### config.mk
export PLATFORM = sky130hd
export DESIGN_NAME = call_dispatcher_flat
export DESIGN_NICKNAME = d
export VERILOG_FILES = /design/src/rtl/elevator_pkg.sv /design/src/rtl/call_dispatcher_if.sv /design/src/rtl/call_selector.sv /design/src/rtl/call_dispatcher.sv /design/src/flat_wrapper.sv
export SDC_FILE = /design/constraint.sdc
export NUM_CORES = 1
export LEC_CHECK = 0
export CAP_MARGIN = 10
export CORE_MARGIN = 2
export CORE_UTILIZATION = 45
export DETAILED_ROUTE_END_ITERATION = 10
export PLACE_DENSITY = 0.69
export SETUP_SLACK_MARGIN = 0.02
export SLEW_MARGIN = 5
export SYNTH_ARGS = -nofsm -noshare
export SYNTH_HDL_FRONTEND = slang
export SYNTH_SLANG_ARGS = --single-unit
### constraint.sdc
create_clock -name clk -period 1.65 [get_ports clk]
set_input_delay 0.165 -clock clk [delete_from_list [all_inputs] [get_ports clk]]
set_output_delay 0.165 -clock clk [all_outputs]
set_load 0.02 [all_outputs]
### src/rtl/elevator_pkg.sv
// Shared elevator constants: floor codes, car move codes, dispatcher state and direction types.
// Used by both the call dispatcher and the car state machine.
package elevator_pkg;

  typedef logic [1:0] floor_t;

  localparam floor_t FLOOR_1 = 2'b00;
  localparam floor_t FLOOR_2 = 2'b01;
  localparam floor_t FLOOR_3 = 2'b10;
  localparam floor_t FLOOR_4 = 2'b11;

  // Car motion as {moving_up, moving_down}
  localparam logic [1:0] UP   = 2'b10;
  localparam logic [1:0] DOWN = 2'b01;
  localparam logic [1:0] STOP = 2'b00;

  typedef enum logic [1:0] {
    StIdle,
    StTravel,
    StDoor
  } disp_state_e;

  typedef enum logic {
    DIR_UP   = 1'b0,
    DIR_DOWN = 1'b1
  } dir_e;

endpackage

### src/rtl/call_dispatcher_if.sv
// Button panel / car signals seen by the call dispatcher.
// The master side is the panel plus car; the slave side is the dispatcher.
interface call_dispatcher_if;
  logic [3:0] btn;
  logic [1:0] floor_now;
  logic       moving_up;
  logic       moving_down;
  logic [1:0] req_floor;
  logic [3:0] pending;
  logic       door_open;
  logic       busy;
  logic       fault;

  modport master (
    output btn, floor_now, moving_up, moving_down,
    input  req_floor, pending, door_open, busy, fault
  );

  modport slave (
    input  btn, floor_now, moving_up, moving_down,
    output req_floor, pending, door_open, busy, fault
  );
endinterface

### src/rtl/call_selector.sv
// Picks the nearest pending floor in the current direction, reversing when
// nothing is pending ahead. Purely combinational.
module call_selector
  import elevator_pkg::*;
(
  input  logic [3:0] i_pending,
  input  floor_t     i_floor_now,
  input  dir_e       i_dir,
  output floor_t     o_target,
  output logic       o_found,
  output dir_e       o_dir
);

  logic   w_up_found;
  logic   w_dn_found;
  floor_t w_up_tgt;
  floor_t w_dn_tgt;

  always_comb begin
    w_up_found = 1'b0;
    w_up_tgt   = i_floor_now;
    w_dn_found = 1'b0;
    w_dn_tgt   = i_floor_now;
    // Scan order makes the last hit the one closest to the car.
    for (int i = 3; i >= 0; i--) begin
      if (i > int'(i_floor_now) && i_pending[i]) begin
        w_up_found = 1'b1;
        w_up_tgt   = 2'(i);
      end
    end
    for (int i = 0; i < 4; i++) begin
      if (i < int'(i_floor_now) && i_pending[i]) begin
        w_dn_found = 1'b1;
        w_dn_tgt   = 2'(i);
      end
    end
  end

  always_comb begin
    o_found  = w_up_found | w_dn_found;
    o_target = i_floor_now;
    o_dir    = i_dir;
    if (i_dir == DIR_UP) begin
      if (w_up_found) begin
        o_target = w_up_tgt;
      end else if (w_dn_found) begin
        o_target = w_dn_tgt;
        o_dir    = DIR_DOWN;
      end
    end else begin
      if (w_dn_found) begin
        o_target = w_dn_tgt;
      end else if (w_up_found) begin
        o_target = w_up_tgt;
        o_dir    = DIR_UP;
      end
    end
  end

endmodule

### src/rtl/call_dispatcher.sv
// Latches floor calls, steers the car toward one target at a time, runs the door
// dwell on arrival and flags a sticky fault if the car never arrives.
module call_dispatcher
  import elevator_pkg::*;
#(
  parameter int unsigned DOOR_CYCLES    = 8,
  parameter int unsigned TRAVEL_TIMEOUT = 255
) (
  input logic               clk,
  input logic               rst,
  call_dispatcher_if.slave  bus
);

  localparam int unsigned DwellW = (DOOR_CYCLES > 1) ? $clog2(DOOR_CYCLES) : 1;
  localparam int unsigned WdW    = (TRAVEL_TIMEOUT > 1) ? $clog2(TRAVEL_TIMEOUT) : 1;
  localparam logic [DwellW-1:0] DwellLast = DwellW'(DOOR_CYCLES - 1);
  localparam logic [WdW-1:0]    WdLast    = WdW'(TRAVEL_TIMEOUT - 1);

  disp_state_e       r_state;
  dir_e              r_dir;
  floor_t            r_target;
  floor_t            r_req_floor;
  logic [3:0]        r_pending;
  logic              r_door_open;
  logic              r_busy;
  logic              r_fault;
  logic [DwellW-1:0] r_dwell;
  logic [WdW-1:0]    r_wd;

  logic [3:0] w_here_mask;
  logic [3:0] w_target_mask;
  logic [3:0] w_btn_latch;
  logic [3:0] w_clear;
  logic       w_arrive;
  logic       w_btn_here;
  floor_t     w_sel_target;
  logic       w_sel_found;
  dir_e       w_sel_dir;

  call_selector u_call_selector (
    .i_pending   (r_pending),
    .i_floor_now (bus.floor_now),
    .i_dir       (r_dir),
    .o_target    (w_sel_target),
    .o_found     (w_sel_found),
    .o_dir       (w_sel_dir)
  );

  assign w_here_mask   = 4'b0001 << bus.floor_now;
  assign w_target_mask = 4'b0001 << r_target;
  // Both move bits high is illegal and counts as still moving.
  assign w_arrive      = (r_state == StTravel) && (bus.floor_now == r_target) &&
                         ({bus.moving_up, bus.moving_down} == STOP);
  assign w_btn_here    = (r_state == StDoor) && |(bus.btn & w_here_mask);
  assign w_btn_latch   = (r_state == StDoor) ? (bus.btn & ~w_here_mask) : bus.btn;

  always_comb begin
    w_clear = 4'b0000;
    if (r_state == StIdle && |(r_pending & w_here_mask)) begin
      w_clear = w_here_mask;
    end else if (w_arrive) begin
      w_clear = w_target_mask;
    end
  end

  always_ff @(posedge clk) begin
    if (rst) begin
      r_state     <= StIdle;
      r_dir       <= DIR_UP;
      r_target    <= FLOOR_1;
      r_req_floor <= FLOOR_1;
      r_pending   <= 4'b0000;
      r_door_open <= 1'b0;
      r_busy      <= 1'b0;
      r_fault     <= 1'b0;
      r_dwell     <= '0;
      r_wd        <= '0;
    end else begin
      // Clear wins over a same-edge press for the serviced floor.
      r_pending <= (r_pending | w_btn_latch) & ~w_clear;
      unique case (r_state)
        StIdle: begin
          r_req_floor <= bus.floor_now;
          if (|(r_pending & w_here_mask)) begin
            r_state     <= StDoor;
            r_door_open <= 1'b1;
            r_busy      <= 1'b1;
            r_dwell     <= '0;
          end else if (w_sel_found) begin
            r_state     <= StTravel;
            r_target    <= w_sel_target;
            r_req_floor <= w_sel_target;
            r_dir       <= w_sel_dir;
            r_busy      <= 1'b1;
            r_wd        <= '0;
          end
        end
        StTravel: begin
          if (w_arrive) begin
            r_state     <= StDoor;
            r_door_open <= 1'b1;
            r_dwell     <= '0;
          end else if (r_wd == WdLast) begin
            r_state     <= StIdle;
            r_fault     <= 1'b1;
            r_req_floor <= bus.floor_now;
            r_busy      <= 1'b0;
          end else begin
            r_wd <= r_wd + 1'b1;
          end
        end
        StDoor: begin
          if (w_btn_here) begin
            r_dwell <= '0;
          end else if (r_dwell == DwellLast) begin
            r_state     <= StIdle;
            r_door_open <= 1'b0;
            r_busy      <= 1'b0;
          end else begin
            r_dwell <= r_dwell + 1'b1;
          end
        end
        default: begin
          r_state     <= StIdle;
          r_door_open <= 1'b0;
          r_busy      <= 1'b0;
        end
      endcase
    end
  end

  assign bus.req_floor = r_req_floor;
  assign bus.pending   = r_pending;
  assign bus.door_open = r_door_open;
  assign bus.busy      = r_busy;
  assign bus.fault     = r_fault;

endmodule
### src/flat_wrapper.sv
// flat-port wrapper written by rule: the top's interface ports become plain ports
module call_dispatcher_flat import elevator_pkg::*;
#(
  parameter int unsigned DOOR_CYCLES    = 8,
  parameter int unsigned TRAVEL_TIMEOUT = 255
)
  (clk, rst, bus_btn, bus_floor_now, bus_moving_up, bus_moving_down, bus_req_floor, bus_pending, bus_door_open, bus_busy, bus_fault);
  call_dispatcher_if bus_i ();
  input logic clk;
  input logic rst;
  input wire logic [$bits(bus_i.btn)-1:0] bus_btn;
  input wire logic [$bits(bus_i.floor_now)-1:0] bus_floor_now;
  input wire logic [$bits(bus_i.moving_up)-1:0] bus_moving_up;
  input wire logic [$bits(bus_i.moving_down)-1:0] bus_moving_down;
  output wire logic [$bits(bus_i.req_floor)-1:0] bus_req_floor;
  output wire logic [$bits(bus_i.pending)-1:0] bus_pending;
  output wire logic [$bits(bus_i.door_open)-1:0] bus_door_open;
  output wire logic [$bits(bus_i.busy)-1:0] bus_busy;
  output wire logic [$bits(bus_i.fault)-1:0] bus_fault;
  assign bus_i.btn = bus_btn;
  assign bus_i.floor_now = bus_floor_now;
  assign bus_i.moving_up = bus_moving_up;
  assign bus_i.moving_down = bus_moving_down;
  assign bus_req_floor = bus_i.req_floor;
  assign bus_pending = bus_i.pending;
  assign bus_door_open = bus_i.door_open;
  assign bus_busy = bus_i.busy;
  assign bus_fault = bus_i.fault;
  call_dispatcher #(.DOOR_CYCLES(DOOR_CYCLES), .TRAVEL_TIMEOUT(TRAVEL_TIMEOUT)) u_core (.clk(clk), .rst(rst), .bus(bus_i));
endmodule
After elaboration in Yosys (flattened, before gate mapping) --
Cells that the tools add are included.
Word-level totals: bits in registers 25, bits in latches 0, bits in writable memories 0, memory bits (read-only) 0, input bits 10, output and inout bits 9, word-level logic and storage cells 128, memories kept 0
Operators by class: add/sub/neg operators 2, multiply operators 0, divide/modulo/power cells 0, $lt $le $gt $ge 6, eq/ne operators 17, shift-type cells 2, multiplexer cells 57, bitwise gates (word level) 10, reduce and logical (&&, ||, !) cells 24
Operators with widths (number):
- $mux 2 | 21
- $mux 8 | 4
- $mux 1 | 19
- $and 4x4->4 | 4
- $ne 2x2->1 const B | 8
- $pmux 8 s2 | 1
- $mux 3 | 4
- $mux 4 | 3
- $reduce_and 4->1 | 3
- $logic_and 1x1->1 | 10
- $reduce_and 5->1 | 2
- $pmux 3 s3 | 1
- $reduce_and 3->1 | 3
- $add 8x1->8 const B | 1
- $eq 8x8->1 const B | 1
- $not 4->4 | 2
- $reduce_or 4->1 | 2
- $shl 1x2->4 const A | 2
- $ne 3x2->1 const B | 2
- $pmux 1 s3 | 2
- $pmux 2 s3 | 1
- $gt 2x2->1 const A | 2
- $logic_not 2->1 | 2
- $lt 1x2->1 const A | 2
- other kinds (15) | 16

Logic depth before layout (Yosys ltp) --
word-level depth 11, gate-level depth with buffers 8, depth with buffers taken out 7

By module --
A second synthesis with hierarchy kept.
Unflattened totals: cells, all modules 220, area total of the unflattened synthesis 1816.7 sq um
Modules (own cells, without submodules):
- call_dispatcher | instances 1, cells an instance 181, area an instance 1597.8 sq um, seq. area each 500.5 sq um
- call_selector | instances 1, cells an instance 39, area an instance 219.0 sq um, seq. area each 0.0 sq um

Worst setup path before layout --
No wires, ideal clock.
path kind register to register, from reg u_core.r_pending[3], in the netlist u_core.bus.pending[3], to reg u_core.r_wd[5], library setup time 0.059 ns, data arrival time 1.775 ns, data required time 1.591 ns, setup slack -0.184 ns, stages on the path, launching flop included 7, buffers on the path 1, period minus slack after synthesis 1.834 ns, cells stage by stage dfxtp_1 -> clkbuf_1 -> nor3_1 -> o2bb2ai_1 -> o31a_1 -> or4_1 -> nand2_1
Between the ends: longest elaborated chain between the ends 7, elaborated cells between the ends (all ways) 10, those cells by class eq/ne (2); mux (3); bitwise (2); reduce/logical (3)
Ends and longest elaborated chain:
- from (decl) | RTL line call_dispatcher.sv:23 | logic [3:0] r_pending;
- from (signal assigned) | RTL line call_dispatcher.sv:80 | r_pending <= (r_pending | w_btn_latch) & ~w_clear;
- $logic_and 1x1->1 | RTL line call_selector.sv:26 | if (i > int'(i_floor_now) && i_pending[i]) begin
- $mux 1 (3 in series) | RTL line call_selector.sv:26
- $or 1x1->1 | RTL line call_selector.sv:40 | o_found = w_up_found | w_dn_found;
- $ne 2x2->1 (no line)
- $reduce_and 5->1 (no line) (*)
- to (signal assigned) | RTL line call_dispatcher.sv:109 | r_wd <= r_wd + 1'b1;
- to (decl) | RTL line call_dispatcher.sv:28 | logic [WdW-1:0] r_wd;
Every way passes the cells marked *; elsewhere a longest branch is shown, timed or not. A chain may end at the register's enable or synchronous reset.

Worst setup path after layout --
from reg u_core.r_pending[1], in the netlist u_core.bus.pending[1], to reg u_core.r_wd[4]
Between the ends: longest elaborated chain between the ends 6, elaborated cells between the ends (all ways) 11, those cells by class eq/ne (2); mux (3); bitwise (2); reduce/logical (4)
Ends and longest elaborated chain:
- $logic_and 1x1->1 | RTL line call_selector.sv:32 | if (i < int'(i_floor_now) && i_pending[i]) begin
- $mux 1 (2 in series) | RTL line call_selector.sv:32
- $or 1x1->1 | RTL line call_selector.sv:40
- $ne 2x2->1 (no line)
- $reduce_and 5->1 (no line) (*)
Marked as above.

==> results.txt <==
Status: finished with violations
Failing checks: setup timing
Final Hold Fails: 0
DP Wirelength: 3580 um
Maximum clock rate: 573 MHz
Register bit total from synthesis: 25
CTS tree: built
Top cells by count, synth: dfxtp_1 (25), nor2_1 (23), nand2_1 (17)
Main area contributors after synthesis: dfxtp_1 (30%), mux2i_1 (5.4%), nor2_1 (5.2%), o21ai_0 (4.2%), nand2_1 (3.8%)
Largest family of logic cells by synthesized area: simple AND/OR/NAND/NOR gates
Post-synthesis compound-gate area fraction: 18.7%
Ys async rst share: 0%
CTS Root Cell: clkbuf_8
ANT nets after route: 0
Setup violators final: 10
Clock-pin slew of the registers on the worst-case setup and hold paths: 0.10 ns
Net Count, Synth: 226
# H-tree levels: 1
Vias/cell: 5.79
Gpl congestion: 0.871
CTS Sinks: 25
Relative slew margins: 73.4%
Via count: 1946
Worst min path class: register to register
Core area: 3610 sq um
Die X: 64.9 um
Synth-to-Final Area Change: 57.5%
Mux cell area share after synthesis: 8.76%
Synth Area in Adders: 3.00%
Worst hold slack: 0.471 ns
IO Pins: 19
Count of different cell masters after synthesis: 51
Num CTS Buffers: 3
Routed wire per std cell: 16.4 um
Placed Instance Area: 2290 sq um
Initial DRC count: 159
Avg Cell Area, Syn: 7.88 sq um
Num rows: 22
Hold path startpoint: u_core.r_dwell[1]
Worst Tran Pin Value: 0.389 ns
First-pass GRT wire length: 8420 um
P_leak: 1.12 nW
CP Data Arrival Time: 1.92 ns
Die Ht: 64.9 um
Hold_buf cts: 0
Antenna violations before repair: 0
Cell Area, Synth: 1670 sq um
Sequential share of the synthesized area: 30.0%
Synth Flop Type: dfxtp_1
Synth Area in XOR/XNOR: 2.62%
Initial Util: 46.3%
Final non-filler cell total: 336
Final Cell Area: 2630 sq um
RSZ-0062 raised after global routing: yes
Worst ir drop on vdd: 0.000703 V
CP startpoint kind: register
Simple logic cell fraction of the synthesized area: 30.6%
Final Skew: 0.00867 ns
Most numerous cell in the Yosys netlist: dfxtp_1
Largest net degree at the start of global routing: 15
Largest area contributor in the netlist: dfxtp_1
Maximum fanout along the worst path: 7
All-Layer GR Usage: 25.8%
Yosys warnings: 0
Yosys top cell area share: 30.0%
Layout cells sized above 1: 39.9%
Vias in the first global route: 1775
Worst skew pair latency: 0.28 ns
Total Wirelength: 5500 um
CP Data Required Time: 1.82 ns
Worst setup path class: register to register
DRC viols: 0
Mapped Cells: 212
Filler Cell Count: 273
Power Total: 2.23 mW
Tmin final: 1.75 ns
Critical path endpoint category: register
Clk buf depth: 2
Reg-to-reg startpoint: u_core.bus.pending[1]
Crit path from: u_core.bus.pending[1]
NumNets Final: 303
ANT cells: 0
Pwr dens: 846 nW/um^2
DR pass1 iterations: 4
Period utilisation layout: 106%
EDFF count, synth: 0
Dpl cells: 322
Min setup slack post-route: -0.0963 ns
Max-Cap Viols: 0
Die ar.: 4220 sq um
Place WS: -0.597 ns
Gr ovfl total: 0
# port buffers: 18
Pins over their slew limit: 0
==> report_power, final <==
| group | internal (mW) | switching, mW | leakage [nW] |
|---|---|---|---|
| logic | 0.568 | 0.550 | 0.887 |
| clock network | 0.174 | 0.215 | 0.0228 |
| registers | 0.665 | 0.0541 | 0.207 |
==> registers in the layout (all words and copies together), names as in the netlist <==
register and count:
u_core.bus.door_open 1, u_core.bus.pending 4, u_core.r_dir 1, u_core.bus.req_floor 2
u_core.bus.busy 1, u_core.r_wd 8, u_core.r_dwell 3, u_core.r_target 2
u_core.bus.fault 1, u_core.r_state 2
==> stage by stage <==
step / utilization (%) / TNS, ns
after floorplan: - / -0.438
after global placement: 63.5 / -11.24
after detailed placement: 63.5 / -11.23
after CTS: 68.1 / -0.392
after global routing: 73.0 / -1.29
final: 73.0 / -0.671
==> layout make-up <==
cell class	count	area, sq um	area share (%)
Timing Repair Buffer	87	723	27.5
Inverter	7	26.3	0.999
Clock buffer	4	45.0	1.71
Multi-Input combinational cell	165	1260	47.9
Sequential cell	25	515	19.6
Tap cell	48	60.1	2.28
==> what timing repair did <==
action,in CTS,in global routing
setup endpoints to repair,24,22
resized for setup,23,35
buffers inserted,7,2
gates cloned,0,1
endpoints found under the hold margin,0,0
pin swaps,12,5
==> per-layer routing <==
metal | GRT usage (%) | wire [um] | up-vias
met1 | 35.2 | 2390 | 940
met3 | 4.69 | 287 | 9
met5 | 0 | 0 | -
met2 | 41.1 | 2730 | 70
met4 | 8.24 | 100 | 0
li1 | - | - | 927
==> logic make-up (layout without fill, tap and decap cells) <==
logic type | Yosys count | after routing
multiplexers | 12 | 12
buffers and inverters | 22 | 98
flip-flops | 25 | 25
adder cells (fa/ha/maj) | 4 | 4
AND/OR/NAND/NOR | 97 | 97
XOR/XNOR | 5 | 5
AO/OA/AOI/OAI | 47 | 47
==> critical path, cell delays in order, from the launching register on <==
cell,delay (ns)
dfxtp_4,0.38
mux4_2,0.52
or3_4,0.39
and2_4,0.21
nand2b_1,0.07
mux2i_1,0.06
==> path summary, 6_finish.rpt <==
kind	endpoint	slack [ns]	cells past startpoint
worst max-delay path	u_core.r_wd[4]	-0.1	5
worst max register to register	u_core.r_wd[4]	-0.1	5
worst min-delay path	u_core.r_dwell[1]	0.47	2
worst min register to register	u_core.r_dwell[1]	0.47	2
==> placed cells by master (no fill, tap or decap), types with 3 or more instances in the layout <==
master	n
mux2i_1	8
nor3_1	7
a21oi_1	7
buf_6	7
clkbuf_8	3
a211oi_1	3
a31oi_1	3
dfxtp_2	3
nand4_1	3
nor2_1	22
dlygate4sd2_1	3
a21oi_2	3
nand3_1	9
buf_4	61
o21ai_0	9
clkdlybuf4s50_1	13
dfxtp_1	19
ha_1	3
nand3_2	3
and3_1	5
o21ai_1	4
nand2b_1	3
xnor2_1	3
nand2_1	15
nor2b_1	3
inv_1	6
dfxtp_4	3
(Power assumes the default switching activity.)
